**src/rtl/pim_result_aggregator.sv**
```systemverilog
// pim_result_aggregator: gathers per-unit PIM result tiles into a full matrix and streams it out one row per beat.
// Define PIM_AGG_ERR_EN to compile in the sticky protocol-error flag; otherwise err is tied low.
package types;
    localparam int WIDTH       = 32;
    localparam int CHUNK_SIZE  = 2;
    localparam int MATRIX_SIZE = 4;
endpackage

module pim_result_aggregator #(
    parameter int WIDTH       = types::WIDTH,
    parameter int CHUNK_SIZE  = types::CHUNK_SIZE,
    parameter int MATRIX_SIZE = types::MATRIX_SIZE,
    parameter int TILES       = MATRIX_SIZE / CHUNK_SIZE,
    parameter int NUM_UNITS   = TILES ** 2,
    localparam int ROW_W      = (MATRIX_SIZE > 1) ? $clog2(MATRIX_SIZE) : 1
) (
    input  logic                                               clk,
    input  logic                                               rst,
    input  logic                                               start,
    input  logic [NUM_UNITS-1:0][CHUNK_SIZE**2-1:0][WIDTH-1:0] unit_result,
    input  logic [NUM_UNITS-1:0]                               unit_result_valid,
    output logic [MATRIX_SIZE-1:0][WIDTH-1:0]                  out_row,
    output logic [ROW_W-1:0]                                   out_row_idx,
    output logic                                               out_valid,
    input  logic                                               out_ready,
    output logic                                               out_last,
    output logic                                               done,
    output logic                                               err
);
    localparam logic [1:0] S_COLLECT = 2'd0;
    localparam logic [1:0] S_DRAIN   = 2'd1;
    localparam logic [1:0] S_DONE    = 2'd2;

    logic [1:0]                                         state_q, state_d;
    logic [NUM_UNITS-1:0]                               mask_q, mask_d;
    logic [ROW_W-1:0]                                   row_q, row_d;
    logic                                               done_q, done_d;
    logic [MATRIX_SIZE-1:0][MATRIX_SIZE-1:0][WIDTH-1:0] buf_q, buf_d;

    assign out_valid   = state_q == S_DRAIN;
    assign out_row_idx = row_q;
    assign out_last    = out_valid && (row_q == ROW_W'(MATRIX_SIZE - 1));
    assign out_row     = out_valid ? buf_q[row_q] : '0;
    assign done        = done_q;

    always_comb begin
        state_d = state_q;
        mask_d  = mask_q;
        row_d   = row_q;
        buf_d   = buf_q;
        done_d  = 1'b0;
        if (state_q == S_COLLECT) begin
            if (start) begin
                mask_d = '0;
            end else begin
                // only first arrival per tile is kept; repeats leave the buffer untouched
                for (int u = 0; u < NUM_UNITS; u++) begin
                    if (unit_result_valid[u] && !mask_q[u]) begin
                        for (int k = 0; k < CHUNK_SIZE**2; k++)
                            buf_d[(u / TILES) * CHUNK_SIZE + k / CHUNK_SIZE][(u % TILES) * CHUNK_SIZE + k % CHUNK_SIZE] = unit_result[u][k];
                        mask_d[u] = 1'b1;
                    end
                end
                if (&mask_d) begin
                    state_d = S_DRAIN;
                    row_d   = '0;
                end
            end
        end else if (state_q == S_DRAIN) begin
            if (out_ready) begin
                row_d   = out_last ? '0 : row_q + 1'b1;
                state_d = out_last ? S_DONE : S_DRAIN;
                done_d  = out_last;
            end
        end else if (start) begin
            state_d = S_COLLECT;
            mask_d  = '0;
        end
    end

    always_ff @(posedge clk) begin
        if (rst) begin
            state_q <= S_COLLECT;
            mask_q  <= '0;
            row_q   <= '0;
            done_q  <= 1'b0;
        end else begin
            state_q <= state_d;
            mask_q  <= mask_d;
            row_q   <= row_d;
            done_q  <= done_d;
        end
    end

    always_ff @(posedge clk) buf_q <= buf_d;

`ifdef PIM_AGG_ERR_EN
    logic err_q, err_d;
    // a start in COLLECT discards same-cycle tiles without flagging them
    always_comb err_d = err_q | ((state_q == S_COLLECT) ? (!start && |(unit_result_valid & mask_q)) : |unit_result_valid);
    always_ff @(posedge clk) begin
        if (rst) err_q <= 1'b0;
        else     err_q <= err_d;
    end
    assign err = err_q;
`else
    assign err = 1'b0;
`endif
endmodule

```
**config.mk**
```make
export PLATFORM = sky130hd
export DESIGN_NAME = pim_result_aggregator
export DESIGN_NICKNAME = d
export VERILOG_FILES = /design/src/rtl/pim_result_aggregator.sv
export SDC_FILE = /design/constraint.sdc
export NUM_CORES = 1
export LEC_CHECK = 0
export ABC_AREA = 0
export CELL_PAD_IN_SITES_DETAIL_PLACEMENT = 1
export CELL_PAD_IN_SITES_GLOBAL_PLACEMENT = 1
export CORE_AREA = 10 10 244 246
export CTS_CLUSTER_DIAMETER = 60
export CTS_CLUSTER_SIZE = 8
export DETAILED_ROUTE_END_ITERATION = 12
export DIE_AREA = 0 0 254 256
export PLACE_DENSITY_LB_ADDON = 0.1
export SLEW_MARGIN = 20
export SYNTH_ARGS = -nofsm -noshare
export SYNTH_HDL_FRONTEND = slang
export SYNTH_SLANG_ARGS = --single-unit
```
**constraint.sdc**
```tcl
create_clock -name clk -period 14.4 [get_ports clk]
set_clock_uncertainty 0.1 [all_clocks]
set_input_delay 2.88 -clock clk [delete_from_list [all_inputs] [get_ports clk]]
set_output_delay 2.88 -clock clk [all_outputs]
set_load 0.03 [all_outputs]
```
==> results by group <==
Synth
  – Number of warning messages in the yosys log: 0
  – Fraction of registers with async set or reset after synthesis: 0%
  – Area contributors post-synth: edfxtp_1 78%, mux4_2 15%, and2_1 4.1%
  – Most instantiated library cell after synthesis: edfxtp_1
  – Most instantiated cells after synthesis: 512 x edfxtp_1, 129 x and2_1, 128 x mux4_2
  – Cell taking the most area after synthesis: edfxtp_1
  – Cell count after synthesis: 872
  – Dominant synthesized flop cell: edfxtp_1
  – Netlist Area Pre-Place: between 15000 and 20000 sq um
  – Flip-flop and latch count after synthesis: 521
  – Portion of the post-synthesis area used by sequential elements: 78.47%
  – Mean area per synthesized cell: around 23 sq um
  – Synth unique cells: 29
  – Post-synth net total: 1393
  – Post-synth EDFFs: ~510
  – Synth top area share: just under 80%

Place
  – Area post-placement: 27090 sq um
  – Weighted congestion at the end of routability-driven global placement: ~0.84
  – Setup slack at placement: ~7.5 ns
  – Final HPWL from detailed placement: roughly 51000 microns
  – Number of buffers inserted by port buffering: about 650

Run status
  – Run status: finished, final reports clean

Timing
  – RSZ-0062 raised after global routing: no
  – Peak clock frequency supported by timing: 141.5 MHz
  – Final setup vio count: 0
  – Setup_tns: 0 ns
  – Final Hold Violating Endpoints: 0
  – Rel. slew slack: about 28%
  – Final cycle utilization of the critical path: between 40% and 50%
  – Final WS setup: 7.333 ns
  – Final-layout worst hold slack: 0.4159 ns
  – Shortest clock period the worst path allows after layout: 7.067 ns
  – Slew Viols, Final: 0
  – Slew of the pin with the lowest slew margin: ~1.1 ns

Power and ir drop
  – Comb power frac: about 7.6%
  – Portion of total power attributed to the clock network: between 40% and 50%
  – Areal power density over the cells: ~130 nW/um^2
  – Static power due to leakage: 9.570 nW
  – Worst supply voltage drop on vdd: 0.00008084 V
  – Sw frac: roughly 20%
  – Reg power frac: 48.3%
  – Cell-internal power: a little under 0.003 W
  – Net switching power: ~0.00074 W

Global route
  – Largest net degree at the start of global routing: 85
  – Initial antenna violation count: 30
  – Met2 usage in global routing: a little under two fifths
  – Sum of overflow across all layers after global routing: 0
  – GR met1 Demand/Resource: about a fifth
  – Global routing's busiest layer: met2
  – Via count of the first global-routing pass: 13040
  – Wire length of the first global-routing pass: around 96000 microns
  – Aggregate global-route resource usage: 20.89%
  – Met3 track utilization from global routing: 7.990%

Clock tree
  – Count of hold buffers inserted by post-cts repair: 0
  – Clock latency on the worst-skew pair: slightly below 0.6 ns
  – Resize count post-CTS: 0
  – Root cell of the clock tree: clkbuf_16
  – CTS tree: yes
  – Sinks on the clock net: around 520
  – Level count of the clock H-tree: 3
  – CTS Buf Count: 75
  – Clock-pin slew on the worst setup and hold paths: about 0.05 ns
  – # Post-CTS Setup Buffers: 0
  – Clk buf depth: 3

Detailed routing
  – Drt wl/cell: 29.42 microns
  – Initial DRT Pass Iterations: 4
  – Vias after detailed routing: 11510
  – Post-DR vias/cell: 4.944
  – Number of antenna-violating nets in the routed design: 0
  – Initial drt markers: approximately 600
  – Routed wire length: roughly 70000 microns
  – DRC violations left: 0

Min path
  – Cell depth of the worst hold path: 2
  – End point of the most critical hold path: mask_q[2]$_SDFFE_PP0P_
  – Hold wc startpoint: mask_q[2]$_SDFFE_PP0P_
  – Class of the tightest hold or removal check: flop to flop

Floorplanning
  – Standard cell core area: 54660 sq um
  – Die H: about 260 microns
  – DIE AREA: about 65000 sq um
  – Starting utilization of the core area: between 30% and 40%
  – I/O pin count: 654
  – Rows: 86
  – Die Span X: ~250 microns

Worst setup path
  – Critical setup path kind: flop to output port
  – Endpoint required time on the critical path: about 11 ns
  – Nature of the critical path startpoint: flop
  – Biggest fanout along the worst timing path: 41
  – Worst reg2reg endpoint: buf_q[356]$_DFFE_PP_
  – Logic depth of the worst register-to-register path: 4
  – Setup slack, reg-to-reg: 10.74 ns
  – CP Data Arrival Time: roughly 4 ns
  – Endpoint kind of the worst setup timing path: output port
  – Source of the worst register-to-register timing path: state_q[1]$_SDFFE_PP0P_

Cells and area
  – Post-layout instance area: roughly 29000 sq um
  – Area taken by flip-flops and latches: approximately 16000 sq um
  – Area growth from synthesis to layout: 47.80%
  – Core utilization of the finished layout: 53.60%
  – Total area of multi-input combinational cells: roughly 4000 sq um
  – Layout net count: 2089
  – Fraction of layout instances using a drive strength above 1: approximately 15%
  – Filler cell count: 4972

Flow run
  – Max-cap check violation count: 0
==> cells in the final DEF (no fill, tap or decap), drive strengths merged, types with 2 or more instances in the layout <==
master         count
mux4             128
or3                2
clkinv             2
a21oi              6
clkbuf           109
nand2             11
buf               15
nor3b              5
clkdlybuf4s50    652
and2             129
dfxtp              9
edfxtp           512
nor3               3
diode             22
or3b               3
a21o               3
o22ai              2
==> layer usage <==
| metal | wire (microns) | part of all wire, % |
|---|---|---|
| met1 | 23030 | 34 |
| met2 | 37680 | 55 |
| met3 | 5914 | 8.6 |
| met4 | 1733 | 2.5 |
| met5 | 141 | 0.21 |
==> stage by stage <==
step	instances	power [W]
finish	2328	0.003676
global route	2321	0.003810
CTS	2306	0.003734
detailed placement	2195	0.002087
global placement	2195	0.002076
floorplan	872	0.001910
==> sequential cells by signal (all words and copies together) (netlist names) <==
| signal | count |
|---|---|
| mask_q | 4 |
| buf_q | 512 |
| out_row_idx | 2 |
| done | 1 |
| state_q | 2 |
==> worst max-delay path: stages (launching register included) <==
cell and delay (ns):
dfxtp_4 0.62, buf_4 0.59, buf_4 0.79, mux4_2 0.59, and2_1 0.16, clkdlybuf4s50_1 0.67
==> power groups by stage <==
stage / Sequential (W) / Combinational (W) / Clock, W
floorplan: 0.00182 / 0.0000942 / 0
global placement: 0.00180 / 0.000277 / 0
detailed placement: 0.00180 / 0.000284 / 0
CTS: 0.00177 / 0.000285 / 0.00167
global route: 0.00178 / 0.000299 / 0.00173
finish: 0.00177 / 0.000280 / 0.00162
==> layout make-up <==
class / instances / area share [%]
diodes: 22 / 0.1879
multi-input cells: 302 / 13.69
inverters: 1 / 0.01281
repair buffers: 667 / 22.67
clock buffers: 109 / 7.277
flip-flops and latches: 521 / 53.12
well taps: 704 / 3.006
clock inverters: 2 / 0.03416
==> cell families (layout without fill, tap and decap cells) <==
family	count (synthesis)	count (layout)	synth area share (%)
muxes	129	129	14.59
buffers and inverters	49	779	1.464
DFF	521	521	78.47
other	1	23	0.01892
AOI/OAI and AO/OA	14	14	0.4671
and+or+nand+nor	157	157	4.923
adders and majority gates	1	1	0.06311
==> how the worst max path moves through the flow <==
stage | end | from | slack [ns]
floorplan | buf_q[320]$_DFFE_PP_ | start | 0.99
global placement | buf_q[320]$_DFFE_PP_ | start | 7.61
detailed placement | buf_q[469]$_DFFE_PP_ | start | 7.48
CTS | out_row[125] | out_row_idx[0]$_SDFFE_PP0P_ | 7.10
global route | out_row[55] | out_row_idx[0]$_SDFFE_PP0P_ | 6.97
finish | out_row[58] | out_row_idx[0]$_SDFFE_PP0P_ | 7.33
Note: power is estimated with default switching activity, not from simulation.
